<file path="src/rtl/card_match_engine.sv">
`default_nettype none
// ============================================================================
//  Module      : card_match_engine
//  Description : Game core for the memory (concentration) card game on a
//                GRID_W x GRID_H grid. Holds the deck, accepts two picks from
//                the cursor, compares them, keeps a mismatched pair face-up
//                for SHOW_CYCLES+1 cycles, and tracks pairs, moves and game
//                over.
//  Ports       : clock, reset (async, active-high)
//                start, select, cursor         - game control from the UI
//                deck_we, deck_waddr, deck_wdata - deck load (IDLE/DONE only)
//                face_up, matched              - per-card display state
//                card1, card2                  - face values of current picks
//                pair_count, move_count        - score counters
//                game_over, state              - game status
//  Revision    : 1.0 - initial release
// ============================================================================
module card_match_engine #(
    parameter  int GRID_W      = 6,
    parameter  int GRID_H      = 6,
    parameter  int ID_W        = 5,
    parameter  int SHOW_CYCLES = 25_000_000,
    parameter  int MOVE_W      = 8,
    localparam int N           = GRID_W * GRID_H,
    localparam int IDX_W       = $clog2(N),
    localparam int PAIR_W      = $clog2(N / 2 + 1)
) (
    input  logic              clock,
    input  logic              reset,
    input  logic              start,
    input  logic              select,
    input  logic [IDX_W-1:0]  cursor,
    input  logic              deck_we,
    input  logic [IDX_W-1:0]  deck_waddr,
    input  logic [ID_W-1:0]   deck_wdata,
    output logic [N-1:0]      face_up,
    output logic [N-1:0]      matched,
    output logic [ID_W-1:0]   card1,
    output logic [ID_W-1:0]   card2,
    output logic [PAIR_W-1:0] pair_count,
    output logic [MOVE_W-1:0] move_count,
    output logic              game_over,
    output logic [2:0]        state
);

    localparam int TMR_W = $clog2(SHOW_CYCLES);

    typedef enum logic [2:0] {
        S_IDLE    = 3'd0,
        S_PICK1   = 3'd1,
        S_PICK2   = 3'd2,
        S_COMPARE = 3'd3,
        S_SHOW    = 3'd4,
        S_DONE    = 3'd5
    } state_t;

    state_t             r_state, w_state_nxt;
    logic [ID_W-1:0]    r_deck [N];
    logic [N-1:0]       r_face_up, w_face_up_nxt;
    logic [N-1:0]       r_matched, w_matched_nxt;
    logic [ID_W-1:0]    r_card1, w_card1_nxt;
    logic [ID_W-1:0]    r_card2, w_card2_nxt;
    logic [IDX_W-1:0]   r_idx1, w_idx1_nxt;
    logic [IDX_W-1:0]   r_idx2, w_idx2_nxt;
    logic [PAIR_W-1:0]  r_pair_count, w_pair_nxt;
    logic [MOVE_W-1:0]  r_move_count, w_move_nxt;
    logic [TMR_W-1:0]   r_timer, w_timer_nxt;
    logic               r_game_over;

    // A pick is only legal on an in-range, not-yet-matched card.
    logic w_pick_ok;
    logic w_deck_wr;
    assign w_pick_ok = select && (32'(cursor) < 32'(N)) && !r_matched[cursor];
    assign w_deck_wr = deck_we && (32'(deck_waddr) < 32'(N))
                       && (r_state == S_IDLE || r_state == S_DONE);

    // ------------------------------------------------------------------
    // Next-state and datapath logic
    // ------------------------------------------------------------------
    always_comb begin
        w_state_nxt   = r_state;
        w_face_up_nxt = r_face_up;
        w_matched_nxt = r_matched;
        w_card1_nxt   = r_card1;
        w_card2_nxt   = r_card2;
        w_idx1_nxt    = r_idx1;
        w_idx2_nxt    = r_idx2;
        w_pair_nxt    = r_pair_count;
        w_move_nxt    = r_move_count;
        w_timer_nxt   = r_timer;

        if (start) begin
            // start has priority over select in every state
            w_state_nxt   = S_PICK1;
            w_face_up_nxt = '0;
            w_matched_nxt = '0;
            w_card1_nxt   = '0;
            w_card2_nxt   = '0;
            w_pair_nxt    = '0;
            w_move_nxt    = '0;
            w_timer_nxt   = '0;
        end else begin
            case (r_state)
                S_IDLE, S_DONE: begin
                    w_state_nxt = r_state;
                end
                S_PICK1: begin
                    if (w_pick_ok) begin
                        w_face_up_nxt[cursor] = 1'b1;
                        w_idx1_nxt            = cursor;
                        w_card1_nxt           = r_deck[cursor];
                        w_card2_nxt           = '0;
                        w_state_nxt           = S_PICK2;
                    end
                end
                S_PICK2: begin
                    if (w_pick_ok && cursor != r_idx1) begin
                        w_face_up_nxt[cursor] = 1'b1;
                        w_idx2_nxt            = cursor;
                        w_card2_nxt           = r_deck[cursor];
                        w_state_nxt           = S_COMPARE;
                    end
                end
                S_COMPARE: begin
                    if (r_move_count != '1) begin
                        w_move_nxt = r_move_count + 1'b1;
                    end
                    if (r_card1 == r_card2) begin
                        w_matched_nxt[r_idx1] = 1'b1;
                        w_matched_nxt[r_idx2] = 1'b1;
                        w_face_up_nxt[r_idx1] = 1'b0;
                        w_face_up_nxt[r_idx2] = 1'b0;
                        w_pair_nxt            = r_pair_count + 1'b1;
                        if (32'(r_pair_count) + 32'd1 == 32'(N / 2)) begin
                            w_state_nxt = S_DONE;
                        end else begin
                            w_state_nxt = S_PICK1;
                        end
                    end else begin
                        w_timer_nxt = TMR_W'(SHOW_CYCLES - 1);
                        w_state_nxt = S_SHOW;
                    end
                end
                S_SHOW: begin
                    if (r_timer == '0) begin
                        w_face_up_nxt[r_idx1] = 1'b0;
                        w_face_up_nxt[r_idx2] = 1'b0;
                        w_card1_nxt           = '0;
                        w_card2_nxt           = '0;
                        w_state_nxt           = S_PICK1;
                    end else begin
                        w_timer_nxt = r_timer - 1'b1;
                    end
                end
                default: begin
                    w_state_nxt = S_IDLE;
                end
            endcase
        end
    end

    // ------------------------------------------------------------------
    // State and datapath registers
    // ------------------------------------------------------------------
    always_ff @(posedge clock or posedge reset) begin
        if (reset) begin
            r_state      <= S_IDLE;
            r_face_up    <= '0;
            r_matched    <= '0;
            r_card1      <= '0;
            r_card2      <= '0;
            r_idx1       <= '0;
            r_idx2       <= '0;
            r_pair_count <= '0;
            r_move_count <= '0;
            r_timer      <= '0;
            r_game_over  <= 1'b0;
        end else begin
            r_state      <= w_state_nxt;
            r_face_up    <= w_face_up_nxt;
            r_matched    <= w_matched_nxt;
            r_card1      <= w_card1_nxt;
            r_card2      <= w_card2_nxt;
            r_idx1       <= w_idx1_nxt;
            r_idx2       <= w_idx2_nxt;
            r_pair_count <= w_pair_nxt;
            r_move_count <= w_move_nxt;
            r_timer      <= w_timer_nxt;
            r_game_over  <= (w_state_nxt == S_DONE);
        end
    end

    // Deck storage: writable only while no game is in progress
    always_ff @(posedge clock or posedge reset) begin
        if (reset) begin
            for (int i = 0; i < N; i++) begin
                r_deck[i] <= '0;
            end
        end else if (w_deck_wr) begin
            r_deck[deck_waddr] <= deck_wdata;
        end
    end

    assign face_up    = r_face_up;
    assign matched    = r_matched;
    assign card1      = r_card1;
    assign card2      = r_card2;
    assign pair_count = r_pair_count;
    assign move_count = r_move_count;
    assign game_over  = r_game_over;
    assign state      = r_state;

endmodule
`default_nettype wire
</file>
<file path="config.mk">
export PLATFORM = sky130hd
export DESIGN_NAME = card_match_engine
export DESIGN_NICKNAME = d
export VERILOG_FILES = /design/src/rtl/card_match_engine.sv
export SDC_FILE = /design/constraint.sdc
export NUM_CORES = 1
export LEC_CHECK = 0
export CORE_ASPECT_RATIO = 1.2
export CORE_MARGIN = 10
export CORE_UTILIZATION = 50
export DETAILED_ROUTE_END_ITERATION = 12
export HOLD_SLACK_MARGIN = 0.1
export PLACE_DENSITY = 0.7
export SYNTH_ARGS = -nofsm -noshare
export SYNTH_HDL_FRONTEND = slang
export SYNTH_SLANG_ARGS = --single-unit
</file>
<file path="constraint.sdc">
create_clock -name clock -period 30 [get_ports clock]
set_clock_uncertainty 0.05 [all_clocks]
set_input_delay 6 -clock clock [delete_from_list [all_inputs] [get_ports clock]]
set_output_delay 6 -clock clock [all_outputs]
set_load 0.03 [all_outputs]
</file>
==> metrics, run 1 <==
run status=finished, final reports clean; total routing usage reported by global routing=0.2235; post-synth design cell area=15,260 um^2; starting density of the core=0.5034; count of input and output buffers=between 100 and 150; remaining number of nets flagged by the antenna check after routing=0; Worst-Margin Slew=1.185 ns; hold slack=between 0.4 and 0.5 ns; count of flip-flops with a built-in enable after synthesis=0; worst slew slack as a fraction of its limit=0.2099; launch point of the critical path=cursor[2]; share of layout cells above drive strength 1=0.1973; endpoint arrival time on the critical path=9.25 ns; endpoint type of the worst setup path=register; required time at the worst-slack endpoint=30.40 ns; area added between synthesis and finish=16.71%; portion of total power attributed to sequential cells=0.471; Sum Neg Setup Slack=0 ns; number of buffers added by the clock tree synthesis step=31; TritonCTS clock tree=built; Routed WL=43.98 mm; final max-slew violation count=0; via-per-instance ratio=between 6 and 7; global-route wire length before repair=69.22 mm; initial antenna violation count=1; IR Drop Worst-Case VDD=just under 0.06 mV; count of antenna diodes in the layout=0; via count=between 10,000 and 15,000; Post-CTS Hold Fix Bufs=0; pin count of the biggest net entering global routing=124; number of buffers on the longest clock path=3; startpoint types=input port; post-synthesis sequential area ratio=0.5183; die area=37,930 um^2; worst flop-to-flop path startpoint=state[0]; Final setup viols=0; reported max-cap violation count=0; number of remaining DRC errors=0; design internal power=between 700 and 800 uW; routed length per instance=23.51 um; final total power=between 900 and 1000 uW; deepest level of the CTS H-tree=1; drt first pass iters=5; clock latency on the worst-skew pair=approximately 0.57 ns; Ports=approximately 120; net count reported at finish=about 1,500; dominant register cell in the synthesized netlist=dfrtp_1; ys async rst share=1.000; f_max=between 100 and 150 MHz; clock transition time at the flip-flop clock pins of the worst setup and hold paths=roughly 0.06 ns; most common library cell in the layout ignoring fill and taps=dfrtp_1; vertical die dimension=about 210 um; combinational group share of total power=0.118; power dissipated by switching net loads=between 200 and 300 uW; critical-path maximum fanout=26; YS warnings=0; fraction of power spent switching nets=0.2625; setup repair after global routing missed its margin=no; leak pwr=between 0.007 and 0.008 uW; number of setup buffers added after CTS=0; post-CTS resize count=0; class of the tightest hold or removal check=register to register; Synth Register Bits=about 320; power density relative to cell area=around 55 nW/um^2; TritonCTS sink count=~320; estimated wirelength of the detail-placed design=between 20 and 30 mm; number of nets in the synthesized netlist=1,402; vias in the first global route=roughly 12,000; site row count=70; unique cell type count in the Yosys netlist=75; total global routing overflow=0; final clock period utilization by the worst path=0.2950; minimum clock period after layout=about 9 ns; Clock power frac=0.411; crit path kind=input port to register; count of endpoints failing hold in the final timing report=0; Final GP Congestion=about 0.94; buffer cell driving the clock tree root=clkbuf_16; drt initial violations=~1,400; beginning of the worst hold path=face_up[2]; number of instances in the synthesized netlist=1,375; syn_area_per_cell=approximately 11 um^2; chip width=around 180 um; placeable core area=30,300 um^2; commonest cells after routing, fill and taps aside=316 x dfrtp_1, 189 x mux2_2, 122 x nor2_1
power by group through the flow:
stage	logic [uW]	clock network, uW	registers [uW]
after floorplan	83.8	0	463
after global routing	126	425	463
final	116	403	461
after global placement	112	0	467
after detailed placement	114	0	468
after CTS	115	407	460
layer usage:
layer	share of wire	up-vias	track usage	routed length, um
li1	-	5264	-	-
met4	0.036	2	0.08421	1564
met3	0.077	119	0.04594	3393
met2	0.49	533	0.3805	21680
met5	0.00025	-	0	11
met1	0.39	6024	0.2750	17330
critical path, stage by stage:
cell and delay (ns):
clkdlybuf4s50_1 0.46, buf_4 0.31, and3b_1 0.61, a22o_1 0.41, a221oi_1 0.50, o21ai_0 0.15, nor4_1 0.43, nor3_1 0.08
mux2_2 0.28
cell families after synthesis:
group,share of synthesized area
AOI/OAI and AO/OA,0.1627
and+or+nand+nor,0.1083
DFF,0.5183
muxes,0.1558
buffers and inverters,0.03231
xor gates and xnor gates,0.01837
adders and majority gates,0.004101
cell type report:
type	instances	area [um^2]
inverter	21	86.33
tap	396	495.5
timing repair buffer	144	1379
multi-input combinational	938	6889
sequential	316	7908
clock buffer	49	933.4
fill	2548	12500
clock inverter	7	113.9
synthesized netlist by cell type (all sizes together), types with 12 or more instances:
cell	number	area (um^2)
xor2	14	122.6
inv	21	78.83
nor3b	12	100.1
o21ai	39	199.0
mux2	200	2252
xnor2	18	157.7
nand3	12	60.06
dfrtp	316	7908
nor3	29	150.1
a21oi	100	511.8
a41oi	12	105.1
clkbuf	65	244.0
nor2	122	457.9
buf	35	170.2
or3	15	98.84
nand2	54	202.7
o22ai	45	281.5
o31ai	30	225.2
nand3b	15	112.6
a22o	12	105.1
a22oi	78	585.6
state kept, by name, summed over array words and instances, names as in the netlist:
signal	cells
r_deck	180
face_up	36
matched	36
r_timer	25
move_count	8
r_idx1	6
r_idx2	6
card1	5
card2	5
pair_count	5
state	3
game_over	1
final timing paths:
check                              end  slack [ns]  cells after the start
hold / removal              face_up[2]        0.45                      2
setup reg to reg            r_deck[54]       26.64                      6
setup / recovery              card1[3]       21.15                      9
hold reg to reg             face_up[2]        0.45                      2
min in group asynchronous  matched[25]        5.98                      2
max in group asynchronous  r_timer[11]       21.77                      4
per-stage QoR:
| step | std cells | utilization | setup WS (ns) | area, um^2 |
|---|---|---|---|---|
| detailed placement | 1815 | 0.5530 | 20.64 | 16760 |
| floorplan | 1375 | - | 15.21 | 15260 |
| global route | 1871 | 0.5875 | 20.99 | 17800 |
| global placement | 1815 | 0.5530 | 20.65 | 16760 |
| CTS | 1871 | 0.5875 | 21.22 | 17800 |
| finish | 1871 | 0.5875 | 21.15 | 17800 |
No activity file was read; power rests on OpenSTA's default activity.
==> inputs of run 2 (changes only) <==
Settings changed: PLACE_DENSITY 0.7 to 0.73.
Clock period 30 ns to 7.9 ns, I/O delays scaled along.
==> run 2 against run 1 <==
Compared with the run above: largest cell class unchanged; combinational power grew to 3.8 times the previous value; via count grew 0.35%; non-clock buffer count decreased by 4; critical path type unchanged; wire length rose by 0.94%; cell count stayed put; sequential power rose to 3.8 times the previous value; die area unchanged; clock-buffer cell count unchanged; critical path depth fell by 2; global-route usage is 0.24 points higher.
==> metrics, run 2 (same netlist as run 1, synthesis figures left out) <==
power density relative to cell area=217.9 nW/um^2 (+300%); count of antenna diodes in the layout=0 (unchanged); count of endpoints failing hold in the final timing report=0 (unchanged); run status=finished, final reports clean; number of remaining DRC errors=0 (unchanged); chip width=179.5 um (unchanged); leak pwr=0.007871 uW (+0.80%); worst path cell trace=clkdlybuf4s50_1 > mux4_2 > and3b_1 > o32ai_1 > nand3_1 > a2111o_1 > o31ai_1; routed length per instance=23.73 um (+0.94%); placeable core area=30,300 um^2 (unchanged); starting density of the core=0.5034 (unchanged); total global routing overflow=0 (unchanged); startpoint types=input port; Final GP Congestion=0.9317 (-1.1%); highest-delay cell along the critical path=clkdlybuf4s50_1; crit path kind=input port to register; count of fill cells added during filler insertion=2,558 (+0.39%); class of the tightest hold or removal check=register to register; deepest level of the CTS H-tree=2 (+1); drt initial violations=1,243 (-8.3%); area added between synthesis and finish=17.67%; final clock period utilization by the worst path=0.6198; final max-slew violation count=0 (unchanged); FF/Latch Area=7908 um^2 (unchanged); total area of multi-input combinational cells=6889 um^2 (unchanged); pin count of the biggest net entering global routing=194 (+56%); global-route wire length before repair=69.93 mm (+1.0%); vertical die dimension=211.3 um (unchanged); setup repair after global routing missed its margin=no; kind of cell adding the most delay to the critical path=compound AO/OA/AOI/OAI gates; endpoint type of the worst setup path=register; least setup slack across all paths after layout=3.003 ns (-18.15 ns); flip-flop count of the largest register after layout=180 (unchanged); die area=37,930 um^2 (unchanged); placement-stage worst setup slack=2.582 ns (-18.06 ns); number of setup buffers added after CTS=0 (unchanged); TritonCTS sink count=316 (unchanged); number of buffers added by the clock tree synthesis step=34 (+9.7%); Ports=121 (unchanged); Final Core Density=0.5924 (+0.004831); Routed WL=44.40 mm (+0.94%); f_max=just over 200 MHz; drt first pass iters=6 (+1); via count=11,980 (+0.35%); worst slew slack as a fraction of its limit=0.2537 (+0.04377); Sum Neg Setup Slack=0 ns (unchanged); count of buffering cells on the critical path with inverters included=1 (-1); via-per-instance ratio=6.405 (+0.35%); Final setup viols=0 (unchanged); vias in the first global route=12,200 (+1.8%); endpoint arrival time on the critical path=5.25 ns (-4.00 ns); initial antenna violation count=0 (-1); post-CTS resize count=0 (unchanged); remaining number of nets flagged by the antenna check after routing=0 (unchanged); commonest cells after routing, fill and taps aside=316 x dfrtp_1, 189 x mux2_2, 122 x nor2_1; minimum clock period after layout=4.897 ns; Worst-Margin Slew=1.119 ns (-0.06565 ns); site row count=70 (unchanged); total routing usage reported by global routing=0.2260 (+0.002424); share of layout cells above drive strength 1=0.2007 (+0.003390); reported max-cap violation count=0 (unchanged); required time at the worst-slack endpoint=8.26 ns (-22.14 ns); net count reported at finish=1,478 (-0.068%); TritonCTS clock tree=built; most common library cell in the layout ignoring fill and taps=dfrtp_1; critical-path maximum fanout=28 (+7.7%); register containing the most flip-flops in the final layout=r_deck; buffer cell driving the clock tree root=clkbuf_16; clock transition time at the flip-flop clock pins of the worst setup and hold paths=0.06 ns (about the same); clock latency on the worst-skew pair=0.52 ns (-0.05 ns); Post-CTS Hold Fix Bufs=0 (unchanged); IR Drop Worst-Case VDD=0.1674 mV (+180%); count of input and output buffers=120 (unchanged); number of buffers on the longest clock path=3 (unchanged); estimated wirelength of the detail-placed design=29.85 mm (+0.19%); delay of the slowest critical-path stage=1.18 ns (+0.57 ns)
-- run 2: per-layer routing --
metal	up-vias	GRT usage	wire length (um)
met5	-	0	0
met4	0	0.09792	1678
met3	124	0.04116	3336
met2	545	0.3864	22070
met1	6052	0.2749	17310
li1	5263	-	-
-- run 2: per-stage QoR --
step / instance area [um^2] / cells / hold slack (ns) / power (uW)
after floorplan: 15260 / 1375 / 0.4099 / 2076
after global placement: 16740 / 1811 / 0.4285 / 2197
after detailed placement: 16740 / 1811 / 0.4353 / 2210
after CTS: 17950 / 1871 / 0.4478 / 3924
after global routing: 17950 / 1871 / 0.4647 / 4040
final: 17950 / 1871 / 0.4474 / 3912
-- run 2: tightest hold or removal path, stage by stage (launching register included) --
cell	delay [ns]
dfrtp_1	0.34
o21ai_1	0.07
o31ai_1	0.06
-- run 2: cell type report --
class / count / share of cell area
Sequential cell: 316 / 0.4405
Multi-Input combinational cell: 938 / 0.3838
Timing Repair Buffer: 140 / 0.07583
Clock buffer: 49 / 0.05729
Tap cell: 396 / 0.02760
Clock inverter: 11 / 0.01039
Inverter: 21 / 0.004600
-- run 2: final timing paths --
kind                                  start           to  slack, ns  cells after the start
worst max-delay path              cursor[0]  face_up[21]       3.00                      7
worst min-delay path            face_up[27]  face_up[27]       0.45                      2
worst max register to register     state[0]   r_deck[53]       4.20                      6
worst min register to register  face_up[27]  face_up[27]       0.45                      2
max in group asynchronous             reset  r_deck[144]       4.69                      3
min in group asynchronous             reset   r_deck[37]       1.54                      2
-- run 2: power by group --
| part | internal (uW) | switching (uW) | total, uW |
|---|---|---|---|
| clock network | 1070 | 654 | 1720 |
| registers | 1680 | 69.2 | 1750 |
| logic | 157 | 282 | 438 |
==> inputs of run 3 (changes only) <==
Settings changed: PLACE_DENSITY 0.73 to 0.7.
Clock period 7.9 ns to 5.05 ns, I/O delays scaled along.
==> run 3 against run 2 <==
Compared with the run above: die area did not move; worst hold slack got worse by 0.013 ns; wire length fell by 0.33%; utilization rose by 0.28 points; total power rose by 52%; global-route usage barely moved; highest routed layer unchanged.
==> metrics, run 3 (same netlist as run 1, synthesis figures left out) <==
share of layout cells above drive strength 1=0.2052 (+0.004553); number of setup buffers added after CTS=0 (unchanged); Ports=121 (unchanged); run status=finished, final reports clean; area added between synthesis and finish=18.22%; global-route wire length before repair=69.81 mm (-0.17%); site row count=70 (unchanged); net count reported at finish=1,496 (+1.2%); register containing the most flip-flops in the final layout=r_deck; post-CTS resize count=0 (unchanged); endpoint arrival time on the critical path=4.34 ns (-0.91 ns); leak pwr=0.007926 uW (+0.69%); number of remaining DRC errors=0 (unchanged); total routing usage reported by global routing=0.2263 (+0.0003199); Post-CTS Hold Fix Bufs=0 (unchanged); critical-path maximum fanout=28 (unchanged); commonest cells after routing, fill and taps aside=316 x dfrtp_1, 189 x mux2_2, 122 x nor2_1; required time at the worst-slack endpoint=5.39 ns (-2.87 ns); number of buffers on the longest clock path=3 (unchanged); final max-slew violation count=0 (unchanged); buffer cell driving the clock tree root=clkbuf_16; Stages on worst setup path=8 (+1); endpoint type of the worst setup path=register; setup repair after global routing missed its margin=no; terminus of the critical flop-to-flop path=r_deck[138]; worst flop-to-flop path startpoint=state[0]; worst path cell trace=clkdlybuf4s50_1 > buf_4 > mux2_2 > a32oi_1 > o211a_1 > o22ai_1 > a2111o_1 > o31ai_1; count of endpoints failing hold in the final timing report=0 (unchanged); estimated wirelength of the detail-placed design=30.54 mm (+2.3%); crit path kind=input port to register; pin count of the biggest net entering global routing=78 (-60%); drt initial violations=1,191 (-4.2%); vias in the first global route=12,010 (-1.6%); starting density of the core=0.5034 (unchanged); initial antenna violation count=0 (unchanged); power density relative to cell area=328.9 nW/um^2 (+51%); placeable core area=30,300 um^2 (unchanged); most common library cell in the layout ignoring fill and taps=dfrtp_1; minimum clock period after layout=roughly 4.0 ns; reported max-cap violation count=0 (unchanged); count of fill cells added during filler insertion=2,534 (-0.94%); startpoint types=input port; delay of the slowest critical-path stage=0.82 ns (-0.36 ns); flip-flop count of the largest register after layout=180 (unchanged); routed length per instance=23.44 um (-1.2%); via-per-instance ratio=6.313 (-1.4%); Sum Neg Setup Slack=0 ns (unchanged); total global routing overflow=0 (unchanged); IR Drop Worst-Case VDD=0.2348 mV (+40%); worst slew slack as a fraction of its limit=0.1875 (-0.06615); launch point of the critical path=cursor[1]; via count=11,920 (-0.54%); Worst-Margin Slew=1.219 ns (+0.09922 ns); flop2flop setup slack=1.57 ns (-2.63 ns); r2r worst-path depth=6 (unchanged); TritonCTS sink count=316 (unchanged); number of buffers added by the clock tree synthesis step=34 (unchanged); clock transition time at the flip-flop clock pins of the worst setup and hold paths=0.06 ns (about the same); count of input and output buffers=120 (unchanged); Final GP Congestion=0.9428 (+1.2%); kind of cell adding the most delay to the critical path=compound AO/OA/AOI/OAI gates; drt first pass iters=5 (-1); final clock period utilization by the worst path=0.7918; f_max=approximately 250 MHz; Final setup viols=0 (unchanged); deepest level of the CTS H-tree=2 (unchanged); clock latency on the worst-skew pair=0.51 ns (about the same); CP endpoint=face_up[30]; Routed WL=44.25 mm (-0.33%); die area=37,930 um^2 (unchanged); hold slack=0.4344 ns (-0.01305 ns); TritonCTS clock tree=built; remaining number of nets flagged by the antenna check after routing=0 (unchanged); vertical die dimension=211.3 um (unchanged); class of the tightest hold or removal check=register to register; count of buffering cells on the critical path with inverters included=2 (+1); highest-delay cell along the critical path=a2111o_1; chip width=179.5 um (unchanged)
-- run 3: worst min path at each step --
stage	from	to	depth (start not counted)
after global placement	face_up[0]	face_up[0]	2
after floorplan	r_timer[14]	r_timer[14]	1
after global routing	r_deck[38]	r_deck[38]	1
final	face_up[0]	face_up[0]	2
after CTS	face_up[0]	face_up[0]	2
after detailed placement	face_up[0]	face_up[0]	2
-- run 3: worst reg2reg max path, stage by stage (launching register included) --
cell,delay [ns]
dfrtp_1,0.51
xor2_1,0.22
nor3b_1,0.72
nand3b_1,0.27
nor3_1,0.78
nand2_1,0.43
mux2_2,0.39
-- run 3: area by class of cell --
type / instances / area (um^2) / area share
tap: 396 / 495.5 / 0.02747
antenna: 1 / 2.502 / 0.0001387
inverter: 21 / 82.58 / 0.004579
sequential: 316 / 7908 / 0.4384
timing repair buffer: 158 / 1546 / 0.08574
multi-input combinational: 938 / 6889 / 0.3820
clock buffer: 52 / 1032 / 0.05723
clock inverter: 6 / 80.08 / 0.004440
-- run 3: layer usage --
layer  vias up  track usage  part of all wire
met5         -            0                 0
met4         0      0.07936             0.031
met3        92      0.03587             0.062
met2       486       0.3884              0.50
met1      6029       0.2845              0.41
li1       5312            -                 -
-- run 3: metrics by stage --
| step | total power [uW] | cell area, um^2 | util | std cells | worst slack (ns) |
|---|---|---|---|---|---|
| 4_1_cts | 5952 | 18030 | 0.5951 | 1887 | 1.114 |
| 2_1_floorplan | 3247 | 15260 | - | 1375 | -0.2208 |
| 5_1_grt | 6139 | 18030 | 0.5951 | 1887 | 0.8571 |
| 3_3_place_gp | 3456 | 16920 | 0.5584 | 1829 | 0.6037 |
| 3_5_place_dp | 3472 | 16920 | 0.5584 | 1829 | 0.6074 |
| 6_report | 5932 | 18040 | 0.5952 | 1888 | 1.052 |
-- run 3: power breakdown --
group	leakage [uW]	internal [uW]	total [uW]	switching [uW]
logic	0.00300	256	703	446
clock network	0.000548	1510	2490	984
registers	0.00437	2630	2740	106
